**src/rtl/xy2_100_rx_multi.sv**
```systemverilog
// Multi-channel XY2-100 feedback receiver.
// Each serial line gets its own synchroniser, framing FSM, majority
// sampler and parity checker; channels never interact.
module xy2_100_rx_multi #(
    parameter int CH_NUM     = 2,
    parameter int DATA_W     = 16,
    parameter int BIT_CLKS   = 20,
    parameter int SAMPLE_POS = 11,
    parameter int PARITY_ODD = 1
) (
    input  logic                     clk,
    input  logic                     rst_n,
    input  logic                     rx_en,
    input  logic [CH_NUM-1:0]        feed_back,
    output logic [CH_NUM-1:0]        feed_back_data_valid,
    output logic [CH_NUM*DATA_W-1:0] feed_back_data,
    output logic [CH_NUM-1:0]        parity_err,
    output logic [CH_NUM-1:0]        frame_err,
    output logic [CH_NUM-1:0]        busy
);

    localparam int CW = $clog2(BIT_CLKS);
    localparam int BW = $clog2(DATA_W + 1);

    localparam logic [CW-1:0] CNT_LAST = CW'(BIT_CLKS - 1);
    localparam logic [CW-1:0] SMP_EARLY = CW'(SAMPLE_POS - 1);
    localparam logic [CW-1:0] SMP_MID = CW'(SAMPLE_POS);
    localparam logic [CW-1:0] SMP_DECIDE = CW'(SAMPLE_POS + 1);
    localparam logic [BW-1:0] BIT_LAST = BW'(DATA_W - 1);
    localparam logic PAR_SENSE = (PARITY_ODD != 0);

    typedef enum logic [1:0] {
        IDLE,
        PRE,
        DATA,
        PAR
    } state_t;

    genvar ch;
    generate
        for (ch = 0; ch < CH_NUM; ch++) begin : g_ch
            logic s1, s2, s3;
            logic rise;
            state_t state, state_nxt;
            logic [CW-1:0] period_cnt;
            logic [BW-1:0] bit_cnt;
            logic [1:0] samp;
            logic [DATA_W-1:0] shadow;
            logic [DATA_W-1:0] data_q;
            logic par_acc;
            logic at_last, at_decide;
            logic maj;
            logic take_bit, frame_good, frame_bad_par, frame_bad_pre;
            logic valid_q, perr_q, ferr_q, busy_q;

            assign rise      = s2 & ~s3;
            assign at_last   = (period_cnt == CNT_LAST);
            assign at_decide = (period_cnt == SMP_DECIDE);

            // Two-stage synchroniser plus a history stage for edge detection
            always_ff @(posedge clk or negedge rst_n) begin
                if (!rst_n) begin
                    s1 <= 1'b0;
                    s2 <= 1'b0;
                    s3 <= 1'b0;
                end else begin
                    s1 <= feed_back[ch];
                    s2 <= s1;
                    s3 <= s2;
                end
            end

            // Framing state register
            always_ff @(posedge clk or negedge rst_n) begin
                if (!rst_n) begin
                    state <= IDLE;
                end else begin
                    state <= state_nxt;
                end
            end

            // Frame sequencing; dropping the enable abandons any frame in flight
            always_comb begin
                state_nxt = state;
                if (!rx_en) begin
                    state_nxt = IDLE;
                end else begin
                    case (state)
                        IDLE: if (rise) state_nxt = PRE;
                        PRE: begin
                            if (at_decide && !maj) begin
                                state_nxt = IDLE;
                            end else if (at_last) begin
                                state_nxt = DATA;
                            end
                        end
                        DATA: if (at_last && bit_cnt == BIT_LAST) state_nxt = PAR;
                        PAR: if (at_last) state_nxt = IDLE;
                        default: state_nxt = IDLE;
                    endcase
                end
            end

            // Majority vote and per-bit decisions, all gated by the enable
            always_comb begin
                maj           = (samp[1] & samp[0]) | (samp[1] & s2) | (samp[0] & s2);
                take_bit      = 1'b0;
                frame_good    = 1'b0;
                frame_bad_par = 1'b0;
                frame_bad_pre = 1'b0;
                if (rx_en && at_decide) begin
                    case (state)
                        PRE:  frame_bad_pre = ~maj;
                        DATA: take_bit = 1'b1;
                        PAR: begin
                            frame_good    = ((par_acc ^ maj) == PAR_SENSE);
                            frame_bad_par = ((par_acc ^ maj) != PAR_SENSE);
                        end
                        default: ;
                    endcase
                end
            end

            // Bit timing counters, sample capture, shift register and parity accumulator
            always_ff @(posedge clk or negedge rst_n) begin
                if (!rst_n) begin
                    period_cnt <= '0;
                    bit_cnt    <= '0;
                    samp       <= '0;
                    shadow     <= '0;
                    par_acc    <= 1'b0;
                end else begin
                    if (state == IDLE || state_nxt == IDLE || at_last) begin
                        period_cnt <= '0;
                    end else begin
                        period_cnt <= period_cnt + CW'(1);
                    end

                    if (state != DATA || state_nxt != DATA) begin
                        bit_cnt <= '0;
                    end else if (at_last) begin
                        bit_cnt <= bit_cnt + BW'(1);
                    end

                    if (state != IDLE) begin
                        if (period_cnt == SMP_EARLY) samp[0] <= s2;
                        if (period_cnt == SMP_MID) samp[1] <= s2;
                    end

                    if (state == IDLE && state_nxt == PRE) begin
                        par_acc <= 1'b0;
                    end else if (take_bit) begin
                        par_acc <= par_acc ^ maj;
                    end

                    if (take_bit) begin
                        shadow <= {shadow[DATA_W-2:0], maj};
                    end
                end
            end

            // Registered result word, single-cycle status pulses and busy flag
            always_ff @(posedge clk or negedge rst_n) begin
                if (!rst_n) begin
                    data_q  <= '0;
                    valid_q <= 1'b0;
                    perr_q  <= 1'b0;
                    ferr_q  <= 1'b0;
                    busy_q  <= 1'b0;
                end else begin
                    if (frame_good) data_q <= shadow;
                    valid_q <= frame_good;
                    perr_q  <= frame_bad_par;
                    ferr_q  <= frame_bad_pre;
                    busy_q  <= (state != IDLE);
                end
            end

            assign feed_back_data_valid[ch]           = valid_q;
            assign feed_back_data[ch*DATA_W +: DATA_W] = data_q;
            assign parity_err[ch]                     = perr_q;
            assign frame_err[ch]                      = ferr_q;
            assign busy[ch]                           = busy_q;
        end
    endgenerate

endmodule

```
**config.mk**
```make
export PLATFORM = sky130hd
export DESIGN_NAME = xy2_100_rx_multi
export DESIGN_NICKNAME = d
export VERILOG_FILES = /design/src/rtl/xy2_100_rx_multi.sv
export SDC_FILE = /design/constraint.sdc
export NUM_CORES = 1
export LEC_CHECK = 0
export BUFFER_PORTS_ARGS = -buffer_cell sky130_fd_sc_hd__buf_2
export CAP_MARGIN = 20
export CORE_MARGIN = 1.5
export CORE_UTILIZATION = 45
export DETAILED_ROUTE_END_ITERATION = 8
export GPL_TIMING_DRIVEN = 0
export SLEW_MARGIN = 20
export SYNTH_ARGS = -nofsm -noshare
export SYNTH_HDL_FRONTEND = slang
export SYNTH_SLANG_ARGS = --single-unit
```
**constraint.sdc**
```tcl
create_clock -name clk -period 5.6 [get_ports clk]
set_input_delay 0.84 -clock clk [delete_from_list [all_inputs] [get_ports clk]]
set_output_delay 0.84 -clock clk [all_outputs]
set_load 0.01 [all_outputs]
```
After elaboration in Yosys (flattened, before gate mapping)
Cells that the tools add are included.
{ "totals": {"register_bits": 108, "output_inout_bits": 40} }
{ "op_classes": {"n_mux": 40, "bitwise": 20, "reduce_logical": 30, "n_addsub": 4, "eq_ne": 22} }
{ "ops": {"columns": ["operator", "n"], "rows": [
  ["equality test 5 x 4 -> 1 bit (second input constant)", 8],
  ["two-way mux 5 bit", 6],
  ["two-way mux 2 bit", 12],
  ["adder 5 x 1 -> 5 bit (second input constant)", 4],
  ["two-way mux 1 bit", 20],
  ["case mux 2 bit (4 select lines)", 2],
  ["nonzero test 2 bit", 6],
  ["equality test 5 bit (second input constant)", 2],
  ["AND 1 bit", 8],
  ["equality test 2 x 1 -> 1 bit (second input constant)", 4],
  ["equality test 2 bit (second input constant)", 4],
  ["logical AND 1 bit", 8],
  ["logical NOT 2 bit", 4],
  ["!= test 2 bit (second input constant)", 4],
  ["AND reduction 2 bit", 4],
  ["logical OR 1 bit", 6],
  ["NOT 1 bit", 6],
  ["OR 1 bit", 4],
  ["logical NOT 1 bit", 2],
  ["XOR 1 bit", 2]
]} }

Logic depth before layout (Yosys ltp)
Gate-level depths: netlist of the first run.
{ "logic_depth": {"depth_word": 12, "ltp_mapped": 8} }

Worst setup path after synthesis of the first run
OpenSTA, ideal clock, no wires.
{ "synth_path": {"path_type": "input-to-reg", "start": "input port rx_en", "end": "register g_ch[1].shadow[13]", "arrival_time_ns": 1.787, "setup_ns": 0.128, "path_slack_ns": 3.685, "cell_stages": 5, "cell_sequence": "and3b_1 and2_1 buf_2 buf_4 mux2_1"} }
{ "synth_between": {"elab_chain_cells": 2} }
{ "synth_rtl": {"columns": ["item", "line_no", "text"], "rows": [
  ["start, declared", "13", "input logic rx_en,"],
  ["logical AND 1 bit", "111", "if (rx_en && at_decide) begin"],
  ["two-way mux 1 bit", "111", null],
  ["end signal, assigned", "157", "shadow <= {shadow[DATA_W-2:0], maj};"],
  ["end, declared", "48", "logic [DATA_W-1:0] shadow;"]
]} }
Every way passes these cells.
A chain may end at the register's enable or synchronous reset.

Final worst setup path of the first run
{ "layout_path": {"start": "register g_ch[0].period_cnt[0]", "end": "register g_ch[0].data_q[15]"} }
{ "layout_between": {"elab_chain_cells": 3} }
{ "layout_rtl": {"columns": ["item", "line_no", "text"], "rows": [
  ["start, declared", "45", "logic [CW-1:0] period_cnt;"],
  ["start signal, assigned", "136", "period_cnt <= period_cnt + CW'(1);"],
  ["equality test 5 x 4 -> 1 bit", "58", "assign at_decide = (period_cnt == SMP_DECIDE);"],
  ["logical AND 1 bit", "111", null],
  ["two-way mux 1 bit", "111", null],
  ["named net g_ch[0].frame_good", "53", "logic take_bit, frame_good, frame_bad_par, frame_bad_pre;"],
  ["end signal, assigned", "171", "if (frame_good) data_q <= shadow;"],
  ["end, declared", "49", "logic [DATA_W-1:0] data_q;"]
]} }
The timed path passes the listed nets, and every way through them passes these cells.

==> results of run 1 <==
[layer usage]
metal / vias to the layer above / track usage, % / wire length, microns
met5: - / 0 / 0
met4: 0 / 6.85 / 108
met3: 7 / 3.40 / 217
met2: 35 / 21.9 / 3100
met1: 1272 / 19.2 / 3290
li1: 1236 / - / -
[logic make-up after synthesis]
kind of cell | after synthesis | synth area share [%]
buffers and inverters | 36 | 4.68
xor gates and xnor gates | 17 | 3.26
AOI/OAI and AO/OA | 17 | 2.36
DFF | 108 | 59.2
muxes | 68 | 18.2
and+or+nand+nor | 75 | 9.10
adders and majority gates | 12 | 3.23
[synthesized netlist by cell type, types with 4 or more instances]
cell type | count | area (sq um)
nor2_1 | 21 | 78.8
a21oi_1 | 5 | 25.0
ha_1 | 10 | 125
nor3_1 | 5 | 25.0
and2_1 | 5 | 31.3
mux2_1 | 47 | 529
dfrtp_1 | 108 | 2700
nand3_1 | 5 | 25.0
inv_1 | 14 | 52.6
xnor2_1 | 6 | 52.6
nand2_1 | 15 | 56.3
nor3b_1 | 4 | 30.0
mux2_4 | 18 | 270
buf_4 | 10 | 75.1
xor2_1 | 11 | 96.3
buf_2 | 5 | 25.0
[sequential cells by signal (all words and copies together) (netlist names), 4 cells and up]
signal and cells:
g_ch.bit_cnt 10, g_ch.data_q 32, g_ch.period_cnt 10, g_ch.samp 4
g_ch.shadow 32, g_ch.state 4
[final timing paths]
path	end	slack [ns]	from
setup / recovery	g_ch[0].data_q[15]	3.62	g_ch[0].period_cnt[0]
hold / removal	g_ch[0].data_q[7]	0.31	rst_n
setup reg to reg	g_ch[0].data_q[15]	3.62	g_ch[0].period_cnt[0]
hold reg to reg	g_ch[0].s2	0.36	g_ch[0].s1
max in group asynchronous	g_ch[0].period_cnt[0]	4.62	rst_n
min in group clk	g_ch[0].s2	0.36	g_ch[0].s1
[final cells by class]
cell class              count  area (sq um)
fillers                   883          4640
clock inverters             6          55.1
plain buffers              22           161
clock buffers              10           138
multi-input cells         189          1650
flip-flops and latches    108          2700
well taps                 133           166
inverters                  14          52.6
repair buffers             45           254
[per-stage QoR]
stage          utilization [%]  worst slack [ns]  total power [mW]  instance area, sq um  cells
4_1_cts                   52.8              3.61              1.30                  5180    527
3_5_place_dp              50.8              3.36             0.837                  4990    511
5_1_grt                   52.8              3.48              1.34                  5180    527
6_report                  52.8              3.62              1.28                  5180    527
2_1_floorplan                -              3.69             0.813                  4570    333
3_3_place_gp              50.4              2.46             0.834                  4950    510
[power groups by stage]
stage                     Sequential, mW  Clock [mW]  Combinational (mW)
after global routing               0.789       0.510              0.0385
after floorplan                    0.802           0              0.0108
after global placement             0.803           0              0.0313
after CTS                          0.788       0.483              0.0344
after detailed placement           0.803           0              0.0345
final                              0.788       0.460              0.0324
==> results.ini, run 1 <==
[status]
status=complete, no violations

[grt]
grt.overflow.total=0
antenna_found_initial=0
grt_pass1_vias=2577
grt_pass1_wl_microns=12300
grt_usage_pct=14.3
grt_max_degree=82

[drt]
wl_per_cell_microns=12.7
drt.antenna.violating_nets=0
dr.pass1.iters=4
drc_errors=0
vias=2550
via_per_inst=4.84
wl_microns=6710
drt_iter0_markers=42

[worst_setup_path]
cp.required_ns=5.85
critPathBufInv=3
crit_path_end_kind=flop
cp_top_family=simple AND/OR/NAND/NOR gates
reg2regPathDepth=8
cp_cell_sequence=inv_1 > ha_1 > and4b_1 > nand4_2 > nor2b_4 > buf_6 > buf_8 > mux2_4
crit_type=flop to flop
slowest_stage=dfrtp_1
cp_max_fo=10
cp.arrival_ns=2.23
start_kind=flop
path_depth=8
slowest_delay_ns=0.42

[sta]
finalHoldViolCount=0
fin_crit_ns=1.98
slew_viol_final=0
maxClockFrequency_mhz=506
fin_skew_ns=0.0147
worst_slew_pin_slew_ns=0.510
setup_viol=0
rsz0062_at_grt=false
whs_ns=0.307
tns_ns=0
slew_headroom_pct=65.9
post-route-period-util_pct=35.3

[cts]
cts_tree=built
ctsHoldBuffers=0
htree_levels=3
clk_path_buf_depth=2
clkTransAtPathRegs_ns=0.11
cts_setup_buffers=0
cts_made_buffers=9
clock_latency_ns=0.37
clock-sinks=108
cts_root_buffer=clkbuf_8
cts_resized=0

[yosys]
synth-edff-count=0
yosysUniqueCellTypes=44
syn_inst=333
ys_warn_count=0
syn_nets=348
async_reset_ff_share_pct=100
ys_ff_latch=108
syn_area_per_cell_sq_um=13.7
synthFlopType=dfrtp_1
ys_seq_area_share_pct=59.2
synth_area_sq_um=4570

[placement]
gp_congestion=0.743
dp_hpwl_microns=4630
port_buffers=44

[finish]
final_common_cell=dfrtp_1
layout_common_cells=dfrtp_1 (108), buf_2 (48), mux2_1 (47)
syn_to_final_growth_pct=13.4
antenna_cells=0
final_nets=404
drive_above_1_share_pct=26.4

[power_and_ir_drop]
ir_worst_vdd_uv=115
p_seq_share_pct=61.5
clkPwrFrac_pct=35.9
p_leak_nw=2.72
internal-power_mw=0.977
swShare_pct=23.7
powerDensity_nw_per_um2=247
combPwrFrac_pct=2.5
power.switching_mw=0.303

[hold_path]
hold_path_class=input pin to async pin

[floorplanning]
std_cell_rows=36
die_h_microns=104
dieWidth_microns=104
dieArea_sq_um=10800
core_area_sq_um=9820
initial_utilization_pct=46.5
ios=45

[flow_run]
maxCapViolations=0

Note: power is estimated with default switching activity, not from simulation.
==> run 2: changes to the inputs <==
--- a/config.mk
+++ b/config.mk
@@ -11,6 +11,7 @@
 export CORE_UTILIZATION = 45
 export DETAILED_ROUTE_END_ITERATION = 8
 export GPL_TIMING_DRIVEN = 0
+export PLACE_DENSITY = 0.66
 export SLEW_MARGIN = 20
 export SYNTH_ARGS = -nofsm -noshare
 export SYNTH_HDL_FRONTEND = slang
==> constraint.sdc (replaced) <==
create_clock -name clk -period 1.7 [get_ports clk]
set_input_delay 0.255 -clock clk [delete_from_list [all_inputs] [get_ports clk]]
set_output_delay 0.255 -clock clk [all_outputs]
set_load 0.01 [all_outputs]
==> results.ini, run 2 (synthesis gave the netlist of run 1 again) <==
[placement]
dp_slack_ns=-0.285
gp_congestion=0.719
dp_hpwl_microns=4750
place_area_sq_um=5000
port_buffers=44

[worst_setup_path]
crit_type=flop to flop
crit_start=g_ch[1].period_cnt[0]
crit_path_end_kind=flop
cp_max_fo=5
cp.arrival_ns=2.10
cp.required_ns=1.96
worstReg2RegStart=g_ch[1].period_cnt[0]
start_kind=flop
reg2regPathDepth=8

[power_and_ir_drop]
p_leak_nw=3.00
ir_worst_vdd_uv=345
powerDensity_nw_per_um2=741

[floorplanning]
dieWidth_microns=104
core_area_sq_um=9820
die_h_microns=104
initial_utilization_pct=46.5
ios=45
std_cell_rows=36
dieArea_sq_um=10800

[finish]
final_util_pct=61.5
drive_above_1_share_pct=47.0
final_nets=447
final_common_cell=dfrtp_1
reg_top3=g_ch.data_q (32), g_ch.shadow (32)
stdcell_area_sq_um=6040
syn_to_final_growth_pct=32.3
fill_cells=788
antenna_cells=0
layout_common_cells=dfrtp_1 (108), mux2_4 (54), buf_2 (45)

[cts]
cts_tree=built
cts_made_buffers=9
cts_root_buffer=clkbuf_8
clk_path_buf_depth=2
clock_latency_ns=0.36
htree_levels=3
clock-sinks=108
clkTransAtPathRegs_ns=0.09

[sta]
setup_viol=53
slew_viol_final=0
worst_slew_pin_slew_ns=0.501
finalHoldViolCount=0
slew_headroom_pct=66.6
fin_crit_ns=1.85
finalWorstSetupSlack_ns=-0.145
maxClockFrequency_mhz=542
whs_ns=0.314
fin_skew_ns=0.00995
post-route-period-util_pct=109
rsz0062_at_grt=true

[grt]
grt_pass1_vias=2895
grt.overflow.total=0
antenna_found_initial=0
grt_max_degree=62
grt_pass1_wl_microns=13900
grt_usage_pct=16.0

[drt]
wl_per_cell_microns=14.8
via_per_inst=4.97
vias=2830
drt_iter0_markers=122
drt.antenna.violating_nets=0
drc_errors=0
dr.pass1.iters=4
wl_microns=8410

[hold_path]
whs_path_depth=4
worstHoldStart=rx_en
hold_path_class=input pin to flop

[status]
violations=setup timing
status=finished, violations left

[flow_run]
maxCapViolations=0

-- run 2: cell type report --
cell class                      instances  area [sq um]  share of cell area, %
Sequential cell                       108          2700                   44.7
Multi-Input combinational cell        189          1940                   32.1
Timing Repair Buffer                   90           761                   12.6
Buffer                                 20           198                   3.27
Tap cell                              133           166                   2.75
Clock buffer                           12           155                   2.57
Clock inverter                          3          68.8                   1.14
Inverter                               14          52.6                  0.870
-- run 2: worst paths after layout --
path / slack [ns] / endpoint
setup reg to reg: -0.15 / g_ch[1].shadow[5]
max in group asynchronous: 0.65 / g_ch[1].state[0]
min in group asynchronous: 0.40 / g_ch[0].data_q[9]
setup / recovery: -0.15 / g_ch[1].shadow[5]
hold reg to reg: 0.36 / g_ch[1].s2
hold / removal: 0.31 / g_ch[0].perr_q
-- run 2: repair_timing --
action,CTS,global route
pin swaps,0,15
gates cloned,2,3
gates resized for setup,48,45
hold buffers,3,0
endpoints found under the hold margin,49,0
buffers inserted,32,11
endpoints found under the setup margin,62,87
-- run 2: per-stage QoR --
step	total power, mW	TNS (ns)	instances
after floorplan	2.68	-1.72	333
after global placement	2.75	-93.68	510
after detailed placement	2.76	-9.55	511
after CTS	4.51	-4.69	563
after global routing	4.65	-9.56	569
final	4.48	-5.15	569
-- run 2: layer usage --
metal | vias up | global-route usage, % | wire, microns
li1 | 1316 | - | -
met1 | 1458 | 21.0 | 3890
met2 | 43 | 25.6 | 4160
met3 | 13 | 2.89 | 194
met4 | 0 | 7.94 | 163
met5 | - | 0 | 0
-- run 2: critical path, cell delays in order (launching register included) --
cell	delay (ns)
dfrtp_1	0.40
inv_2	0.08
ha_4	0.12
and4b_2	0.25
buf_4	0.11
buf_6	0.09
and2_4	0.22
clkbuf_16	0.17
mux2_4	0.30
-- run 2: where the power goes --
group,switching [mW],internal (mW),leakage [nW]
clock network,0.827,0.909,0.113
logic,0.0928,0.0548,1.40
registers,0.0104,2.58,1.48
